--- config.mk ---
export PLATFORM = sky130hd
export DESIGN_NAME = nibble_xor_descrambler
export DESIGN_NICKNAME = d
export VERILOG_FILES = /design/src/rtl/nibble_xor_descrambler.sv
export SDC_FILE = /design/constraint.sdc
export NUM_CORES = 1
export LEC_CHECK = 0
export ABC_CLOCK_PERIOD_IN_PS = 1900
export BUFFER_PORTS_ARGS = -buffer_cell sky130_fd_sc_hd__buf_2
export CAP_MARGIN = 25
export CORE_AREA = 2 2 51 53
export DETAILED_ROUTE_END_ITERATION = 8
export DIE_AREA = 0 0 53 55
export PLACE_DENSITY = 0.7
export SLEW_MARGIN = 10
export SYNTH_ARGS = -nofsm -noshare
export SYNTH_HDL_FRONTEND = slang
export SYNTH_SLANG_ARGS = --single-unit
--- constraint.sdc ---
create_clock -name clk -period 1.9 [get_ports clk]
set_clock_uncertainty 0.1 [all_clocks]
set_input_delay 0.095 -clock clk [delete_from_list [all_inputs] [get_ports clk]]
set_output_delay 0.095 -clock clk [all_outputs]
set_load 0.05 [all_outputs]
--- src/rtl/nibble_xor_descrambler.sv ---
`default_nettype none
// +--------------------------------------------------------------------------+
// | nibble_xor_descrambler                                                   |
// | Additive 4-bit LFSR (x^4+x^3+1) descrambler with seeded, framed input.   |
// | Rev 1.0                                                                  |
// +--------------------------------------------------------------------------+
module nibble_xor_descrambler #(
  parameter int FRAME_LEN = 16
) (
  input  logic       clk,
  input  logic       rst_n,
  input  logic       seed_load,
  input  logic [3:0] seed,
  input  logic       in_valid,
  output logic       in_ready,
  input  logic [3:0] in_data,
  output logic       out_valid,
  input  logic       out_ready,
  output logic [3:0] out_data,
  output logic       busy,
  output logic [7:0] nib_cnt
);

  typedef enum logic [1:0] {
    S_IDLE  = 2'd0,
    S_RUN   = 2'd1,
    S_DRAIN = 2'd2
  } state_t;

  localparam logic [7:0] c_LAST_CNT = 8'(FRAME_LEN - 1);

  state_t     r_state;
  logic [3:0] r_lfsr;
  logic [7:0] r_nib_cnt;
  logic       r_out_valid;
  logic [3:0] r_out_data;

  logic       w_in_ready;
  logic       w_in_hs;
  logic       w_out_hs;
  logic [3:0] w_lfsr_next;
  logic [3:0] w_seed_legal;

  // in_valid is deliberately excluded so ready never depends on valid.
  assign w_in_ready   = (r_state == S_RUN) && (!r_out_valid || out_ready) && !seed_load;
  assign w_in_hs      = in_valid && w_in_ready;
  assign w_out_hs     = r_out_valid && out_ready;
  assign w_lfsr_next  = {r_lfsr[2:0], r_lfsr[3] ^ r_lfsr[2]};
  assign w_seed_legal = (seed == 4'b0000) ? 4'b0001 : seed;

  always_ff @(posedge clk or negedge rst_n) begin
    if (!rst_n) begin
      r_state     <= S_IDLE;
      r_lfsr      <= 4'b0001;
      r_nib_cnt   <= 8'd0;
      r_out_valid <= 1'b0;
      r_out_data  <= 4'd0;
    end else if (seed_load) begin
      r_state     <= S_RUN;
      r_lfsr      <= w_seed_legal;
      r_nib_cnt   <= 8'd0;
      r_out_valid <= 1'b0;
    end else begin
      case (r_state)
        S_RUN: begin
          if (w_in_hs) begin
            r_out_data  <= in_data ^ r_lfsr;
            r_out_valid <= 1'b1;
            r_lfsr      <= w_lfsr_next;
            r_nib_cnt   <= r_nib_cnt + 8'd1;
            if (r_nib_cnt == c_LAST_CNT) begin
              r_state <= S_DRAIN;
            end
          end else if (w_out_hs) begin
            r_out_valid <= 1'b0;
          end
        end
        S_DRAIN: begin
          // Leave as soon as the last nibble has been (or is being) taken.
          if (!r_out_valid) begin
            r_state <= S_IDLE;
          end else if (w_out_hs) begin
            r_out_valid <= 1'b0;
            r_state     <= S_IDLE;
          end
        end
        default: begin
          r_state <= S_IDLE;
        end
      endcase
    end
  end

  assign in_ready  = w_in_ready;
  assign out_valid = r_out_valid;
  assign out_data  = r_out_data;
  assign busy      = (r_state != S_IDLE);
  assign nib_cnt   = r_nib_cnt;

endmodule
`default_nettype wire

=== After elaboration in Yosys (flattened, before gate mapping) ===
Index checks and enable logic that the tools add are counted.

* $add $sub $neg: 1
* Equal/unequal tests: 7
* Mux-type cells: 19
* Bitwise operators: 3
* Reduce and logical (&&, ||, !) cells: 16

{| class="wikitable"
|+ Operators with widths
! kind !! count
|-
| 2-to-1 mux 8 bit || 3
|-
| 2-to-1 mux 4 bit || 4
|-
| 2-to-1 mux 2 bit || 5
|-
| adder 8 x 1 -> 8 bit (second input constant) || 1
|-
| equality test 8 x 4 -> 1 bit (second input constant) || 1
|-
| inequality test 4 bit (second input constant) || 2
|-
| AND reduction 3 bit || 2
|-
| nonzero test 2 bit || 3
|-
| 2-to-1 mux 1 bit || 5
|-
| logical AND 1 bit || 4
|-
| logical NOT 4 bit || 1
|-
| one-hot mux 2 bit (2 select lines) || 1
|-
| AND reduction 2 bit || 2
|-
| bitwise XOR 4 bit || 1
|-
| inequality test 3 x 2 -> 1 bit (second input constant) || 1
|-
| inequality test 3 bit (second input constant) || 1
|-
| nonzero test 3 bit || 1
|-
| equality test 2 x 1 -> 1 bit (second input constant) || 1
|-
| equality test 2 bit (second input constant) || 1
|-
| logical NOT 1 bit || 2
|-
| one-hot mux 1 bit (2 select lines) || 1
|-
| logical OR 1 bit || 1
|-
| NOT 1 bit || 1
|-
| bitwise XOR 1 bit || 1
|}

* Register bits after elaboration: 19
* Input port bits: 13

=== Longest topological paths before layout ===
Gate-level depths: netlist (run 1).

* Depth in word-level cells: 8
* Mapped depth: 5
* Depth with buffers taken out: 5

=== Worst setup path after synthesis (run 1) ===
OpenSTA, ideal clock, no wires.

* Kind: register -> output
* Start point: register r_out_valid (netlist: out_valid)
* End point: output port in_ready
* Data arrival time: 1.896 ns
* Data required time: 1.705 ns
* Slack: -0.191 ns
* Cell stages (with the launch flop): 3
* Buffers on the path: 0
* Cell sequence: dfrtp_1 -> nor2b_1 -> nor3_1

* Longest elaborated chain between the ends: 4

{| class="wikitable"
|+ RTL lines
! element !! RTL line !! RTL
|-
| start: declaration || 35 || <nowiki>logic r_out_valid;</nowiki>
|-
| start signal: assignment || 56 || <nowiki>r_out_valid <= 1'b0;</nowiki>
|-
| start signal: assignment || 62 || <nowiki>r_out_valid <= 1'b0;</nowiki>
|-
| start signal: assignment || 68 || <nowiki>r_out_valid <= 1'b1;</nowiki>
|-
| logical NOT 1 bit || -- ||
|-
| logical OR 1 bit || 45 || <nowiki>assign w_in_ready = (r_state == S_RUN) && (!r_out_valid || out_ready) && !seed_load;</nowiki>
|-
| logical AND 1 bit (2 in a row) || 45 ||
|-
| end: declaration || 15 || <nowiki>output logic in_ready,</nowiki>
|}

No other way between the ends.

=== Final worst setup path (run 1) ===
* Start point: register r_state[1]
* End point: register r_out_data[0] (netlist: out_data[0])

* Longest elaborated chain between the ends: 5

{| class="wikitable"
|+ RTL lines
! element !! RTL line !! RTL
|-
| start: declaration || 32 || <nowiki>state_t r_state;</nowiki>
|-
| start signal: assignment || 53 || <nowiki>r_state <= S_IDLE;</nowiki>
|-
| start signal: assignment || 59 || <nowiki>r_state <= S_RUN;</nowiki>
|-
| start signal: assignment || 72 || <nowiki>r_state <= S_DRAIN;</nowiki>
|-
| equality test 2 x 1 -> 1 bit * || 45, 64 ||
|-
| logical AND 1 bit (2 in a row) || 45 ||
|-
| logical AND 1 bit || 46 || <nowiki>assign w_in_hs = in_valid && w_in_ready;</nowiki>
|-
| AND reduction 3 bit (no line) * || -- ||
|-
| end signal: assignment || 67 || <nowiki>r_out_data <= in_data ^ r_lfsr;</nowiki>
|-
| end: declaration || 36 || <nowiki>logic [3:0] r_out_data;</nowiki>
|}

Every way passes the cells marked *; elsewhere a longest branch is shown, timed or not.
A chain may end at the register's enable or synchronous reset.

==> results of run 1 <==
-- where the power goes --
part	total (mW)	leakage, nW	internal, mW	switching, mW
Combinational	0.272	0.322	0.0885	0.184
Sequential	0.477	0.238	0.446	0.0307
Clock	0.209	0.0177	0.0785	0.130
-- critical path, stage by stage, from the launching register on --
cell	delay, ps
dfrtp_1	440
and2b_2	250
nand3_1	100
nor2_1	290
mux2_2	380
-- metal layers --
metal,wire (um),GRT usage [%]
met1,946,18.0
met4,15,8.55
met2,1020,29.6
met5,0,0
met3,109,2.42
-- worst paths after layout --
path,slack [ps],to,cells past startpoint
setup / recovery,230,out_data[0],4
hold / removal,70,out_data[1],3
setup reg to reg,230,out_data[0],4
hold reg to reg,410,out_data[1],1
max in group asynchronous,1210,r_lfsr[0],2
min in group asynchronous,150,out_data[1],2
-- layout make-up --
cell class,count,area share [%]
well taps,30,3.02
inverters,2,0.604
clock inverters,1,0.403
flip-flops and latches,19,38.4
repair buffers,34,16.3
clock buffers,3,1.81
multi-input cells,77,39.5
-- per-stage QoR --
| stage | total power, mW | std cells | utilization [%] |
|---|---|---|---|
| after floorplan | 0.676 | 101 | - |
| after global placement | 0.744 | 156 | 48.8 |
| after detailed placement | 0.752 | 156 | 48.8 |
| after CTS | 0.971 | 166 | 52.5 |
| after global routing | 1.00 | 166 | 52.5 |
| final | 0.958 | 166 | 52.5 |
-- cells in the mapped netlist, drive strengths merged (3+ instances only) --
cell / n / area (um2)
nor4: 4 / 31.3
nand2: 10 / 37.5
xor2: 5 / 43.8
xnor2: 6 / 52.6
nor2b: 4 / 25.0
nor3: 4 / 20.0
nor2: 11 / 41.3
a21oi: 8 / 40.0
dfrtp: 18 / 450
and2b: 3 / 23.8
nand3: 5 / 25.0
mux2: 5 / 56.3
-- logic make-up (layout without fill, tap and decap cells) --
logic type	Yosys count	count (layout)
and+or+nand+nor	47	47
xor gates and xnor gates	11	11
AOI/OAI and AO/OA	12	12
buffers and inverters	5	40
adders and majority gates	1	1
muxes	6	6
DFF	19	19
-- repair_timing --
item | CTS | global route
endpoints found under the setup margin | 0 | 0
endpoints found under the hold margin | 24 | 0
hold buffers | 6 | 0
-- flip-flops by register name, summed over array words and instances, names as in the netlist --
signal     cells
r_lfsr         4
nib_cnt        8
out_valid      1
out_data       4
r_state        2
==> results.cfg, run 1 <==
[status]
outcome = finished, final reports clean

[synth]
predominant_post_synthesis_flop_cell = dfrtp_1
seq_area_frac_synth_pct = 48.2
synth_adder_area_share_pct = 1.26
ys_warn_count = 0
synthSimpleGateAreaFrac_pct = 24.7
post_synth_num_cell_types = 29
combinational_family_with_the_most_area_after_synthesis = simple AND/OR/NAND/NOR gates
cells_after_synthesis = 101
async_flop_share_pct = 100
synth_nets = 115
post_synth.cell_area_avg_um2 = 9.80
yosys.area_share.xor_xnor_pct = 9.73
synth_compound_area_share_pct = 6.70
number_of_flops_mapped_to_enable_cells_by_yosys = 0
synth.area.mux_share_pct = 6.70
ys_ff_latch = 19
post_synth_instance_area_um2 = 990

[route]
final_antenna_net_count = 0
detail_route.wirelength_mm = 2.09
vias = 831
post_dr_vias_cell = 5.01
dr.first_iter.drc_count = 12
drt_pass1_iterations = 4
drc_errors = 0
route.detailed.wl_per_inst_um = 12.6

[floorplanning]
core_footprint_um2 = 2360
die_width_um = 53
floorplan.initialDensity_pct = 41.9
i_o_pins = 28
overall_die_area_um2 = 2920
vertical_die_dimension_um = 55
fp-row-count = 18

[sta]
max_clock_freq_mhz = 600
final-max-slew-violation-count = 0
setup-violations-final = 0
post-route-min-period_ps = 1670
tightestPinTransition_ps = 453
timing.final.hold_violations = 0
fin_worst_hold_slack_ps = 68.1
max_slew_margin_pct = 69.7
rsz0062_at_grt = no
timing.setup.tns_ps = 0
layout_worst_path_cycle_share_pct = 87.7
post-route-worst-setup-slack_ps = 234

[grt]
grt_max_degree = 23
grt_pass1_vias = 831
number_of_antenna_violations_at_the_first_check_in_global_routing = 0
grt_first_pass_wirelength_mm = 3.36
grt_remaining_overflow = 0
grtUsageTotal_pct = 16.1

[clocking]
maximum_clock_insertion_buffer_count = 2
ctsHtreeMaxLevel = 1
clock-sinks = 19
clock_latency_on_the_worst_skew_pair_ps = 300
cts_made_buffers = 3
cts_tree = built
clk_root_buffer_cell = clkbuf_4
clk_transition_reported_paths_ps = 120
ctsResizeCount = 0
cts_post_setup_buffers_inserted = 0

[layout]
most-common-layout-cells = buf_2, dfrtp_1, nor2_1
n_antenna_cell = 0
layout_commonest_cell = buf_2
syn2layout_area_growth_pct = 25.5
ff_latch_area_um2 = 477
drive_gt1_share_pct = 31.6
fillCellCount = 230
multiInputGateArea_um2 = 490
final_net_count = 151
finish.instance_area_um2 = 1240

[power]
irDropWorstVdd_v = 0.000412
power.density_nw_per_um2 = 771
power.static_leakage_nw = 0.578

[hold_path]
timing.hold.worst.class = in -> reg
hold_start = in_data[1]

[setup_path]
worst-setup-path-type = reg -> reg
worstPathMaxFanout = 6
cp_data_arrival_time_ps = 1760
worstSetupStartpoint = r_state[1]
crit_required_ps = 1990
crit_path_end_kind = flip-flop
rr_startpoint = r_state[1]
setup.worst_path.start_class = flip-flop

[run]
drv.max_cap_violation_count = 0

[place]
place_congestion = 0.781
place.detailed.hpwl_mm = 1.54
placement.cell_area_um2 = 1150
port-buffer-count = 27
dp_slack_ps = 266
Power figures use the tool's default switching activity.
==> run 2: changes to the inputs <==
--- a/config.mk
+++ b/config.mk
@@ -8,11 +8,10 @@
 export ABC_CLOCK_PERIOD_IN_PS = 1900
 export BUFFER_PORTS_ARGS = -buffer_cell sky130_fd_sc_hd__buf_2
 export CAP_MARGIN = 25
-export CORE_AREA = 2 2 51 53
+export CORE_AREA = 2 2 53 55
 export DETAILED_ROUTE_END_ITERATION = 8
-export DIE_AREA = 0 0 53 55
-export PLACE_DENSITY = 0.7
-export SLEW_MARGIN = 10
+export DIE_AREA = 0 0 55 57
+export PLACE_DENSITY = 0.65
 export SYNTH_ARGS = -nofsm -noshare
 export SYNTH_HDL_FRONTEND = slang
 export SYNTH_SLANG_ARGS = --single-unit
==> run 2 against run 1 <==
Global-route usage decreased by 2.3 points. First-iteration DRC count is 42% lower. Power down 1.3%. Non-clock buffer count is 1 lower. Cell count unchanged. Clock power fell by 6%. Fmax rose by 1.3%. Critical path type unchanged. Largest cell class unchanged.
==> results.cfg, run 2 (synthesis gave the netlist of run 1 again) <==
[sta]
timing.final.hold_violations = 0
post-route-min-period_ps = 1640
layout_worst_path_cycle_share_pct = 86.6
rsz0062_at_grt = no
max_slew_margin_pct = 70.3
post-route-worst-setup-slack_ps = 255
final-max-slew-violation-count = 0
max_clock_freq_mhz = 608
tightestPinTransition_ps = 445
timing.setup.tns_ps = 0
setup-violations-final = 0

[grt]
number_of_antenna_violations_at_the_first_check_in_global_routing = 0
grtUsageTotal_pct = 13.8
grt_first_pass_wirelength_mm = 3.24
grt_remaining_overflow = 0
grt_pass1_vias = 778
grt_max_degree = 23

[clocking]
clk_root_buffer_cell = clkbuf_4
ctsResizeCount = 0
clock-sinks = 19
cts_made_buffers = 3
clk_transition_reported_paths_ps = 110
cts_tree = built
maximum_clock_insertion_buffer_count = 2
ctsHtreeMaxLevel = 1
clock_latency_on_the_worst_skew_pair_ps = 280

[route]
drc_errors = 0
detail_route.wirelength_mm = 2.08
dr.first_iter.drc_count = 7
route.detailed.wl_per_inst_um = 12.5
final_antenna_net_count = 0
drt_pass1_iterations = 4
vias = 811
post_dr_vias_cell = 4.89

[setup_path]
reg_to_reg_slack_setup_ps = 260
worst-setup-path-type = reg -> reg
crit_path_end = out_data[1]
worstSetupStartpoint = r_state[1]
worstPathMaxFanout = 6
rr_startpoint = r_state[1]
reg2regPathDepth = 4
crit-reg2reg-capture = out_data[1]
crit_required_ps = 1980
cp_data_arrival_time_ps = 1720
crit_path_end_kind = flip-flop
setup.worst_path.start_class = flip-flop

[hold_path]
timing.hold.worst.class = in -> reg

[layout]
n_antenna_cell = 0
largest_reg_flops = 8
final_net_count = 150
layout_commonest_cell = buf_2
most-common-layout-cells = buf_2, dfrtp_1, nor2_1
fillCellCount = 255
syn2layout_area_growth_pct = 24.7
drive_gt1_share_pct = 31.9

[run]
drv.max_cap_violation_count = 0

[floorplanning]
overall_die_area_um2 = 3140
i_o_pins = 28
vertical_die_dimension_um = 57
floorplan.initialDensity_pct = 37.8
core_footprint_um2 = 2620
fp-row-count = 19
die_width_um = 55

[place]
port-buffer-count = 27
place_congestion = 0.777
dp_slack_ps = 260
place.detailed.hpwl_mm = 1.56

[power]
power.static_leakage_nw = 0.574
power.density_nw_per_um2 = 766
irDropWorstVdd_v = 0.000458

[status]
outcome = finished, final reports clean
[run 2: changes by cell type in the layout (fill, tap and decap cells not counted), sizes merged]
cell | previous run | this run
dlygate4sd3 | 6 | 5
[run 2: worst max-delay path, cell delays in order, from the launching register on]
cell and delay (ps):
dfrtp_1 440, and2b_2 240, nand3_1 90, nor2_1 280, mux2_2 380
[run 2: worst min-delay path by stage]
stage | endpoint | slack [ps] | startpoint | depth (start not counted)
floorplan | nib_cnt[0] | -300 | rst_n | 0
global placement | out_data[0] | -40 | rst_n | 1
detailed placement | out_data[1] | -40 | rst_n | 1
CTS | r_state[1] | 20 | out_ready | 4
global route | r_state[1] | 60 | out_ready | 4
finish | r_state[1] | 20 | out_ready | 4
[run 2: cell type report]
class	count	area (um2)	share of cell area, %
sequential	19	477	38.6
multi-input combinational	77	490	39.8
timing repair buffer	33	193	15.6
clock inverter	1	5.00	0.406
tap	31	38.8	3.14
clock buffer	3	22.5	1.83
inverter	2	7.51	0.609
[run 2: power breakdown]
part / total [mW] / internal [mW] / switching (mW)
clock: 0.197 / 0.0781 / 0.119
combinational: 0.271 / 0.0871 / 0.184
sequential: 0.477 / 0.446 / 0.0306
[run 2: per-layer routing]
metal | up-vias | GRT usage (%) | part of all wire, %
met5 | - | 0 | 0
met4 | 0 | 2.09 | 0.48
met3 | 2 | 2.36 | 5.5
met2 | 22 | 25.0 | 49
met1 | 379 | 17.1 | 45
li1 | 408 | - | -
[run 2: timing repair]
item | 4_1_cts | 5_1_grt
hold buffers | 5 | 0
hold endpoints to repair | 23 | 0
buffers inserted | 0 | 0
[run 2: stage by stage]
step / utilization (%) / area [um2] / hold slack (ps) / power, mW / cells
global route: 47.2 / 1230 / 56.8 / 1.01 / 166
detailed placement: 44.2 / 1160 / -43.9 / 0.753 / 157
CTS: 47.2 / 1230 / 22.9 / 0.964 / 166
finish: 47.2 / 1230 / 20.9 / 0.945 / 166
floorplan: - / 995 / -301 / 0.676 / 101
global placement: 44.2 / 1160 / -43.1 / 0.745 / 157
==> run 3: changes to the inputs <==
--- a/config.mk
+++ b/config.mk
@@ -5,12 +5,13 @@
 export SDC_FILE = /design/constraint.sdc
 export NUM_CORES = 1
 export LEC_CHECK = 0
+export ABC_AREA = 1
 export ABC_CLOCK_PERIOD_IN_PS = 1900
 export BUFFER_PORTS_ARGS = -buffer_cell sky130_fd_sc_hd__buf_2
 export CAP_MARGIN = 25
-export CORE_AREA = 2 2 53 55
+export CORE_AREA = 2 2 55 57
 export DETAILED_ROUTE_END_ITERATION = 8
-export DIE_AREA = 0 0 55 57
+export DIE_AREA = 0 0 57 59
 export PLACE_DENSITY = 0.65
 export SYNTH_ARGS = -nofsm -noshare
 export SYNTH_HDL_FRONTEND = slang
==> run 3 against run 2 <==
Register-to-register slack gained 250 ps. Fmax grew 4.9%. Power grew 17%. Flip-flop and latch count is the same. Sequential power grew 6.3%. Sequential share of layout area shrank 2.4 points. Critical path depth is the same. Via count grew 21%. Synthesized cell count grew 43%. Global-route usage grew 1.5 points. Critical endpoint is now in_ready.
==> results.cfg, run 3 <==
[synth]
yosysMostFrequentCell = nand2_1
post-synth-top-area-cell = dfrtp_1
post_synth_num_cell_types = 21
ys_warn_count = 0
synth.top_cell.area_share_pct = 41.8
cells_after_synthesis = 144
post_synth_most_frequent_cells = nand2_1, dfrtp_1, inv_1
number_of_flops_mapped_to_enable_cells_by_yosys = 0
ys_ff_latch = 19
synth_nets = 158
predominant_post_synthesis_flop_cell = dfrtp_1
post_synth.cell_area_avg_um2 = 7.49
async_flop_share_pct = 100
post_synth_instance_area_um2 = 1080
seq_area_frac_synth_pct = 44.2
top_cells_by_area_in_the_synthesized_netlist = dfrtp_1, nand2_1, inv_1

[hold_path]
timing.hold.worst.class = in -> reg
whs_endpoint = nib_cnt[4]
hold_start = seed_load
hold_path_depth = 4

[layout]
finalCoreUtilization_pct = 48.5
final_net_count = 193
largest_reg_flops = 8
multiInputGateArea_um2 = 512
syn2layout_area_growth_pct = 21.9
drive_gt1_share_pct = 21.9
n_antenna_cell = 0
final_cells = 209
layout_commonest_cell = nand2_1
finish.instance_area_um2 = 1320
ff_latch_area_um2 = 477
most-common-layout-cells = nand2_1, buf_2, inv_1, dfrtp_1, nand3_1
fillCellCount = 276

[setup_path]
crit-reg2reg-capture = r_state[1]
reg_to_reg_slack_setup_ps = 510
setup.worst_path.start_class = flip-flop
crit_required_ps = 1700
rr_startpoint = nib_cnt[0]
crit_path_end_kind = output port
worstPathMaxFanout = 3
reg2regPathDepth = 5
worst-setup-path-type = reg -> out
cp_data_arrival_time_ps = 1370

[power]
power.density_nw_per_um2 = 841
design_power_total_mw = 1.11
irDropWorstVdd_v = 0.000577
power.static_leakage_nw = 0.761

[place]
numPlacedInstances = 200
place.detailed.hpwl_mm = 1.70
placement.cell_area_um2 = 1240
port-buffer-count = 27
place_congestion = 0.796

[route]
detail_route.wirelength_mm = 2.36
vias = 982
drt_pass1_iterations = 4
drc_errors = 0
route.detailed.wl_per_inst_um = 11.3
final_antenna_net_count = 0
dr.first_iter.drc_count = 21
post_dr_vias_cell = 4.70

[grt]
grt_remaining_overflow = 0
grtUsageTotal_pct = 15.3
grt_pass1_vias = 930
grt_max_degree = 20
grt_first_pass_wirelength_mm = 4.01
number_of_antenna_violations_at_the_first_check_in_global_routing = 0

[run]
drv.max_cap_violation_count = 0

[clocking]
cts_tree = built
ctsResizeCount = 0
clock-sinks = 19
clk_root_buffer_cell = clkbuf_4
maximum_clock_insertion_buffer_count = 2
ctsHtreeMaxLevel = 1
clock_latency_on_the_worst_skew_pair_ps = 300
cts_made_buffers = 3
clk_transition_reported_paths_ps = 120

[sta]
timing.setup.tns_ps = 0
max_clock_freq_mhz = 638
tightestPinTransition_ps = 426
final-max-slew-violation-count = 0
post-route-min-period_ps = 1570
max_slew_margin_pct = 71.6
layout_worst_path_cycle_share_pct = 82.5
setup-violations-final = 0
timing.final.hold_violations = 0
rsz0062_at_grt = no

[floorplanning]
die_width_um = 57
fp-row-count = 19
i_o_pins = 28
floorplan.initialDensity_pct = 39.8
overall_die_area_um2 = 3360
vertical_die_dimension_um = 59
core_footprint_um2 = 2710

[status]
outcome = finished, final reports clean
-- run 3: power by group --
group	internal (mW)	switching [mW]	total [mW]
combinational	0.107	0.276	0.384
sequential	0.465	0.0419	0.507
clock	0.0785	0.137	0.215
-- run 3: cells by family (layout without fill, tap and decap cells) --
kind of cell    after synthesis  in the layout  synth area share (%)
compound gates               14             14                  7.08
buf+inv                      22             56                  8.35
xor+xnor                      8              8                  6.50
simple gates                 80             80                  32.7
fa+ha+maj                     1              1                  1.16
flops                        19             19                  44.2
-- run 3: critical path, cell delays in order (launching register included) --
cell,delay (ps)
dfrtp_1,400
nor2_2,180
nand3_2,130
inv_2,100
buf_2,260
-- run 3: timing repair --
item                                   CTS  global route
hold buffers                             5             0
setup buffers                            0             0
endpoints found under the hold margin   23             0
-- run 3: metal layers --
metal	GRT usage [%]	vias to the layer above	routed length, um
li1	-	516	-
met1	20.8	434	1110
met2	24.0	28	1110
met3	1.97	4	103
met4	8.31	0	38
met5	0	-	0
-- run 3: how the worst max path moves through the flow --
stage / start / end / slack (ps)
after floorplan: out_valid / nib_cnt[3] / 240
after global placement: nib_cnt[0] / r_state[1] / 570
after detailed placement: nib_cnt[0] / r_state[1] / 530
after CTS: r_state[1] / in_ready / 320
after global routing: r_state[0] / in_ready / 240
final: r_state[1] / in_ready / 330
-- run 3: final cells by class --
cell class	instances	share of cell area, %
Clock buffer	3	1.71
Clock inverter	1	0.381
Inverter	20	5.71
Multi-Input combinational cell	103	38.9
Sequential cell	19	36.3
Tap cell	31	2.95
Timing Repair Buffer	32	14.1
-- run 3: stage by stage --
step	hold WS [ps]	worst slack (ps)
finish	28.8	332
global route	51.7	235
CTS	19.7	315
detailed placement	-38.9	530
global placement	-36.6	569
floorplan	-301	244
